===== src/rtl/wallace_mac_sequencer.sv =====
// Multiply-accumulate sequencer around an external combinational 8x8 Wallace-tree multiplier.
// Operand pairs stream in over valid/ready; the accumulated sum leaves over a second valid/ready.
module wallace_mac_sequencer #(
    parameter int unsigned ACC_W = 24,
    parameter int unsigned CNT_W = 8
) (
    input  logic             clk,
    input  logic             rst,
    input  logic             start,
    input  logic [CNT_W-1:0] num_terms,
    input  logic             in_valid,
    output logic             in_ready,
    input  logic [7:0]       in_a,
    input  logic [7:0]       in_b,
    output logic [7:0]       mul_a,
    output logic [7:0]       mul_b,
    input  logic [15:0]      mul_p,
    output logic             out_valid,
    input  logic             out_ready,
    output logic [ACC_W-1:0] out_sum,
    output logic             overflow,
    output logic             busy
);

    typedef enum logic [1:0] {IDLE, RUN, DRAIN, DONE} state_t;

    state_t           state, state_nxt;
    logic [CNT_W-1:0] terms;
    logic [CNT_W-1:0] cnt;
    logic             s1_valid;
    logic             s2_valid;
    logic [15:0]      prod_reg;
    logic [ACC_W-1:0] acc;
    logic [ACC_W:0]   acc_sum;
    logic             xfer;
    logic             job_start;

    assign xfer      = in_valid && in_ready;
    assign job_start = (state == IDLE) && start;
    assign busy      = (state != IDLE);
    assign acc_sum   = {1'b0, acc} + (ACC_W+1)'(prod_reg);

    always_comb begin
        state_nxt = state;
        in_ready  = 1'b0;
        out_valid = 1'b0;
        case (state)
            IDLE: begin
                if (start)
                    state_nxt = (num_terms == '0) ? DONE : RUN;
            end
            RUN: begin
                in_ready = (cnt < terms);
                if (in_valid && in_ready && (cnt + CNT_W'(1) == terms))
                    state_nxt = DRAIN;
            end
            DRAIN: begin
                // The last add commits on the edge that clears s2_valid.
                if (!s1_valid && !s2_valid)
                    state_nxt = DONE;
            end
            DONE: begin
                out_valid = 1'b1;
                if (out_ready)
                    state_nxt = IDLE;
            end
            default: state_nxt = IDLE;
        endcase
    end

    always_ff @(posedge clk or posedge rst) begin
        if (rst) begin
            state    <= IDLE;
            terms    <= '0;
            cnt      <= '0;
            s1_valid <= 1'b0;
            s2_valid <= 1'b0;
            prod_reg <= '0;
            acc      <= '0;
            mul_a    <= '0;
            mul_b    <= '0;
            out_sum  <= '0;
            overflow <= 1'b0;
        end else begin
            state    <= state_nxt;
            s1_valid <= xfer;
            s2_valid <= s1_valid;
            if (xfer) begin
                mul_a <= in_a;
                mul_b <= in_b;
                cnt   <= cnt + CNT_W'(1);
            end
            if (s1_valid)
                prod_reg <= mul_p;
            if (job_start) begin
                terms    <= num_terms;
                cnt      <= '0;
                acc      <= '0;
                overflow <= 1'b0;
                if (num_terms == '0)
                    out_sum <= '0;
            end else if (s2_valid) begin
                acc <= acc_sum[ACC_W-1:0];
                if (acc_sum[ACC_W])
                    overflow <= 1'b1;
            end
            if (state == DRAIN && state_nxt == DONE)
                out_sum <= acc;
        end
    end

endmodule

===== config.mk =====
export PLATFORM = sky130hd
export DESIGN_NAME = wallace_mac_sequencer
export DESIGN_NICKNAME = d
export VERILOG_FILES = /design/src/rtl/wallace_mac_sequencer.sv
export SDC_FILE = /design/constraint.sdc
export NUM_CORES = 1
export LEC_CHECK = 0
export ABC_AREA = 1
export ABC_CLOCK_PERIOD_IN_PS = 3600
export CORE_MARGIN = 3
export CORE_UTILIZATION = 42
export DETAILED_ROUTE_END_ITERATION = 8
export GPL_TIMING_DRIVEN = 0
export HOLD_SLACK_MARGIN = 0.05
export PLACE_DENSITY = 0.7
export SLEW_MARGIN = 10
export SYNTH_ARGS = -nofsm -noshare
export SYNTH_HDL_FRONTEND = slang
export SYNTH_SLANG_ARGS = --single-unit

===== constraint.sdc =====
create_clock -name clk -period 3.6 [get_ports clk]
set_input_delay 0.72 -clock clk [delete_from_list [all_inputs] [get_ports clk]]
set_output_delay 0.72 -clock clk [all_outputs]
set_load 0.1 [all_outputs]

==> summary.txt, run 1 <==
Synth-to-layout area growth - 25.7%
Setup Buffers After CTS - 0
Core area - 12,800 µm²
Via count - 4,738
Post-CTS sizing - 0
Num CTS Buffers - 9
Tcrit/Tclk final - 88.2%
Worst Hold End - s2_valid
Worst setup margin - 0.426 ns
Crit path arrival time - 2.45 ns
Register-to-Register Path Depth - 13
Final cell count without fillers - 944
Reg-to-reg endpoint - acc[16]
Setup-failing EPs final - 0
Placer Congestion - 0.934
Overall routing resource usage - 19.1%
Fraction of layout cells with a size suffix above 1 - 13.7%
Post-Synthesis Cells - 667
Synth warnings - 0
GR Overflow Total - 0
H-tree lvl count - 3
Critical Path End Type - primary output
MaxCap Viol Count - 0
DIE WIDTH - 122 µm
Initial antenna violation count - 0
Nets - 838
CTS tree - yes
Final Max Tran Viols - 0
CP max FO - 6
Hold depth - 0
CP required - 2.88 ns
CP bufs+invs - 3
Filler Cells Inserted - 1,171
Row Count - 41
Status - completed
Slowest-stage cell, CP - dlymetal6s2s_1
ANT nets after route - 0
RR Startpoint - acc[0]
Die H - 122 µm
Startpoint Class - flip-flop
Mean Syn Cell Area - 8.41 µm²
R2r setup slk - 1.40 ns
GRT met1 Usage - 25.6%
Max Freq - 315 MHz
Grt met2 use - 31.0%
Synth unique cells - 36
Hold_buf cts - 0
IO Port Bufs - 88
Inserted Diodes - 0
Largest net degree at the start of global routing - 57
Met3 Track Usage GR - 4.87%
Clk_skew - 0.0104 ns
Fin. Hold Viols - 0
Clk sinks - 101
RSZ-0062 raised after global routing - false
Min Hold Slack - 0.368 ns
Final Util - 55.0%
Clock Pin Slew Worst Setup and Hold Paths - 0.07 ns
First-pass GRT wire length - 22,500 µm
Clk_lat worst skew - 0.35 ns
I/O Pins - 89
Syn_nets - 738
Crit path max-delay family - buffers and inverters
DR DRC count - 0
HP Start - s1_valid
Initial DRC count - 416
Sequential fraction of the synthesis area - 45.1%
Die ar. - 14,800 µm²
Most frequent CP cell - nand2_1
Crit path cell chain - ha_1 -> a21oi_1 -> o21ai_0 -> nand2_1 -> nand2_1 -> inv_1 -> nand2_1 -> inv_1 -> dlymetal6s2s_1
Post-DP HPWL - 10,300 µm
DRT Pass-1 Iters - 4
Root Buffer - clkbuf_16
Crit path largest cell delay - 0.73 ns
Worst Max-Slew Pin Slew - 1.01 ns
Vias in the first global route - 4,660
Fin crit period - 3.17 ns
Class of the worst hold path - flip-flop to flip-flop
Placed cell count - 928
Clock buffer depth - 2
Synthesized cell area - 5610 µm²
DRT Wirelength - 13,400 µm
Routed len/inst - 14.2 µm
DR vias/cell - 5.02
Yosys reg bits - 101
Relative slew slack - 32.6%
GRT Max-Usage Layer - met2
Dpl ws - 0.437 ns
Setup CP Type - flip-flop to primary output
Initial cell density of the core - 43.7%
==> per-layer routing <==
| metal | up-vias | share of wire [%] |
|---|---|---|
| met4 | 0 | 0.72 |
| met3 | 8 | 4.5 |
| met2 | 88 | 49 |
| met5 | - | 0 |
| met1 | 2258 | 46 |
| li1 | 2384 | - |
==> area by class of cell <==
class	instances	area, µm²	area share (%)
well taps	172	215	3.05
repair buffers	89	911	12.9
multi-input cells	471	2660	37.7
clock buffers	13	270	3.83
flip-flops and latches	101	2530	35.9
plain buffers	18	133	1.88
inverters	77	294	4.17
clock inverters	3	42.5	0.603
==> placed cells by master, fill, tap and decap left out, drive strengths merged <==
cell type | synthesis | layout
a21boi | 1 | 1
a21oi | 31 | 31
and2 | 2 | 2
buf | 16 | 17
bufinv | 0 | 1
clkbuf | 2 | 15
clkdlybuf4s50 | 0 | 87
clkinv | 0 | 1
clkinvlp | 0 | 1
dfrtp | 101 | 101
dlymetal6s2s | 0 | 1
fa | 1 | 1
ha | 25 | 25
inv | 77 | 77
mux2 | 15 | 15
nand2 | 192 | 192
nand3 | 65 | 65
nand3b | 1 | 1
nand4 | 9 | 9
nor2 | 49 | 49
nor3 | 3 | 3
nor4 | 3 | 3
o21a | 1 | 1
o21ai | 58 | 58
o21bai | 2 | 2
o22ai | 11 | 11
or2 | 2 | 2
==> worst max-delay path by stage <==
| stage | start | slack [ns] | depth (start not counted) | endpoint |
|---|---|---|---|---|
| 6_report | cnt[3] | 0.43 | 9 | in_ready |
| 5_1_grt | cnt[0] | 0.24 | 11 | in_ready |
| 4_1_cts | cnt[3] | 0.05 | 9 | in_ready |
| 3_5_place_dp | cnt[3] | 0.44 | 9 | in_ready |
| 3_3_place_gp | rst | -1.33 | 2 | out_sum[17] |
| 2_1_floorplan | rst | 0.23 | 1 | acc[0] |
==> worst register-to-register path, cell delays in order (launching register included) <==
cell     delay [ns]
dfrtp_1        0.35
ha_1           0.20
inv_1          0.07
fa_1           0.36
inv_1          0.09
nand2_2        0.06
o21ai_2        0.23
nand3_2        0.11
nand2_2        0.09
nand2_1        0.06
nand2_2        0.17
nand2_1        0.09
o21ai_0        0.15
nor2_1         0.05
==> synthesized netlist by cell type, drive strengths merged <==
cell type	count	area share [%]
mux2	15	3.0
clkbuf	2	0.13
nand3b	1	0.13
inv	77	5.2
or2	2	0.22
a21boi	1	0.13
nor4	3	0.60
o22ai	11	1.2
o21ai	58	6.6
nand3	65	7.6
fa	1	0.36
o21a	1	0.13
buf	16	2.2
dfrtp	101	45
and2	2	0.22
nor2	49	3.6
nand2	192	13
o21bai	2	0.27
ha	25	5.6
nand4	9	1.3
nor3	3	0.47
a21oi	31	2.8
==> metrics by stage <==
step	setup TNS (ns)	area, µm²
4_1_cts	0	7050
3_5_place_dp	0	6730
5_1_grt	0	7050
2_1_floorplan	0	5610
3_3_place_gp	-133.22	6700
6_report	0	7050
==> cell families (layout without fill, tap and decap cells) <==
group / after synthesis / after routing / synth area share [%]
AO/OA/AOI/OAI: 104 / 104 / 11.1
AND/OR/NAND/NOR: 326 / 326 / 27.3
adder cells (fa/ha/maj): 26 / 26 / 5.93
multiplexers: 15 / 15 / 3.01
buffers and inverters: 95 / 200 / 7.56
flip-flops: 101 / 101 / 45.1
Power of run 1 is left out: the tool's default activity adds up to more than one toggle a clock period on the data nets, which glitch-free logic cannot reach.
==> inputs of run 2 (changes only) <==
--- a/config.mk
+++ b/config.mk
@@ -13,7 +13,7 @@
 export GPL_TIMING_DRIVEN = 0
 export HOLD_SLACK_MARGIN = 0.05
 export PLACE_DENSITY = 0.7
-export SLEW_MARGIN = 10
+export SLEW_MARGIN = 20
 export SYNTH_ARGS = -nofsm -noshare
 export SYNTH_HDL_FRONTEND = slang
 export SYNTH_SLANG_ARGS = --single-unit
==> run 2 against run 1 <==
- sequential share of layout area increased by 0.25 points
- hold slack lost 0.0011 ns
- cell count down 0.11%
- register-to-register slack is essentially flat
- critical path depth unchanged
- count of clock-buffer cells in the layout up 1
- sequential cell count unchanged
- critical path type unchanged
- clock skew fell by 0.00064 ns
- worst setup slack better by 0.013 ns
- cell area down 0.69%
==> summary.txt, run 2 (synthesis results as in run 1) <==
Inserted Diodes - 0 (unchanged)
Final instance area - 7000 µm² (was 7050 µm²)
Initial DRC count - 441 (was 416)
Clock Pin Slew Worst Setup and Hold Paths - 0.07 ns (about the same)
Synth-to-layout area growth - 24.8% (was 25.7%)
Vias in the first global route - 4,715 (was 4,660)
Fraction of layout cells with a size suffix above 1 - 13.2% (was 13.7%)
Core area - 12,800 µm² (unchanged)
DRT Pass-1 Iters - 7 (was 4)
Clk_lat worst skew - 0.35 ns (about the same)
Num CTS Buffers - 9 (unchanged)
Final cell count without fillers - 943 (was 944)
Area after DPL - 6740 µm² (was 6730 µm²)
R2r setup slk - 1.40 ns (about the same)
Worst Hold End - s2_valid (unchanged)
Status - completed (unchanged)
Clock buffer depth - 2 (unchanged)
Routed len/inst - 14.4 µm (was 14.2 µm)
Nets - 838 (unchanged)
Setup-failing EPs final - 0 (unchanged)
Tcrit/Tclk final - 87.8% (was 88.2%)
Placed cell count - 928 (unchanged)
Setup CP Type - flip-flop to primary output (unchanged)
Placer Congestion - 0.934 (unchanged)
Critical Path End Type - primary output (unchanged)
RR Startpoint - prod_reg[0] (was acc[0])
MaxCap Viol Count - 0 (unchanged)
ANT nets after route - 0 (unchanged)
IO Port Bufs - 88 (unchanged)
CTS tree - yes (unchanged)
Initial antenna violation count - 0 (unchanged)
Max Freq - 316 MHz (was 315 MHz)
RSZ-0062 raised after global routing - false (unchanged)
DR vias/cell - 5.04 (was 5.02)
DIE WIDTH - 122 µm (unchanged)
Via count - 4,756 (was 4,738)
CP required - 2.88 ns (about the same)
Clk_skew - 0.00975 ns (was 0.0104 ns)
Most common library cell in the layout ignoring fill and taps - nand2_1 (unchanged)
Final Max Tran Viols - 0 (unchanged)
Initial cell density of the core - 43.7% (unchanged)
Die H - 122 µm (unchanged)
Fin crit period - 3.16 ns (was 3.17 ns)
GR Overflow Total - 0 (unchanged)
I/O Pins - 89 (unchanged)
Die ar. - 14,800 µm² (unchanged)
DR DRC count - 0 (unchanged)
Row Count - 41 (unchanged)
Worst Max-Slew Pin Slew - 1.01 ns (about the same)
DRT Wirelength - 13,600 µm (was 13,400 µm)
Post-CTS sizing - 0 (unchanged)
Register-to-Register Path Depth - 14 (was 13)
Root Buffer - clkbuf_16 (unchanged)
CP max FO - 6 (unchanged)
Fin. Hold Viols - 0 (unchanged)
Final TNS setup - 0 ns (unchanged)
Class of the worst hold path - flip-flop to flip-flop (unchanged)
First-pass GRT wire length - 22,900 µm (was 22,500 µm)
Filler Cells Inserted - 1,195 (was 1,171)
Relative slew slack - 32.4% (was 32.6%)
Setup Buffers After CTS - 0 (unchanged)
Reg-to-reg endpoint - acc[20] (was acc[16])
Most frequent cells in the layout - 186 x nand2_1, 101 x dfrtp_1, 87 x clkdlybuf4s50_1 (unchanged)
Overall routing resource usage - 19.4% (was 19.1%)
Startpoint Class - flip-flop (unchanged)
Clk sinks - 101 (unchanged)
Largest net degree at the start of global routing - 79 (was 57)
Post-DP HPWL - 10,300 µm (about the same)
Crit path arrival time - 2.44 ns (was 2.45 ns)
Hold depth - 0 (unchanged)
HP Start - s1_valid (unchanged)
H-tree lvl count - 3 (unchanged)
Hold_buf cts - 0 (unchanged)
==> run 2: changes by cell type in the layout (fill, tap and decap cells not counted) <==
cell,previous run,this run
inv_6,0,1
bufinv_16,1,0
clkbuf_1,3,6
clkbuf_8,3,1
clkinv_2,1,0
inv_4,2,1
==> run 2: worst max path at each step <==
| stage | from | to | cells after the start |
|---|---|---|---|
| finish | cnt[3] | in_ready | 9 |
| global route | cnt[0] | in_ready | 11 |
| CTS | cnt[3] | in_ready | 9 |
| detailed placement | cnt[3] | in_ready | 9 |
| global placement | rst | out_sum[17] | 2 |
| floorplan | rst | acc[0] | 1 |
==> run 2: area by class of cell <==
type                    instances  area, µm²  area share, %
multi-input cells             471       2660           37.9
clock buffers                  14        254           3.63
clock inverters                 1       7.51          0.107
flip-flops and latches        101       2530           36.1
inverters                      77        297           4.24
repair buffers                 89        911           13.0
well taps                     172        215           3.07
plain buffers                  18        133           1.89
==> run 2: stage by stage <==
step           hold slack [ns]  util, %  worst slack, ns
2_1_floorplan            0.349        -            0.233
4_1_cts                  0.369     54.6           0.0535
3_3_place_gp             0.358     52.3            -1.33
6_report                 0.367     54.6            0.439
3_5_place_dp             0.353     52.5            0.439
5_1_grt                  0.374     54.6            0.232
==> run 2: layer usage <==
layer / track usage (%) / vias to the layer above / part of all wire, %
li1: - / 2384 / -
met1: 26.1 / 2255 / 46
met2: 31.7 / 100 / 48
met3: 4.69 / 17 / 4.4
met4: 4.69 / 0 / 1.6
met5: 0 / - / 0
==> run 2: critical path: stages (launching register included) <==
cell and delay, ns:
dfrtp_1 0.46, ha_1 0.32, a21oi_1 0.13, o21ai_0 0.12, nand2_1 0.08, nand2_1 0.06
inv_1 0.07, nand2_1 0.06, inv_1 0.05, dlymetal6s2s_1 0.73
Power of run 2 is left out for the same reason.
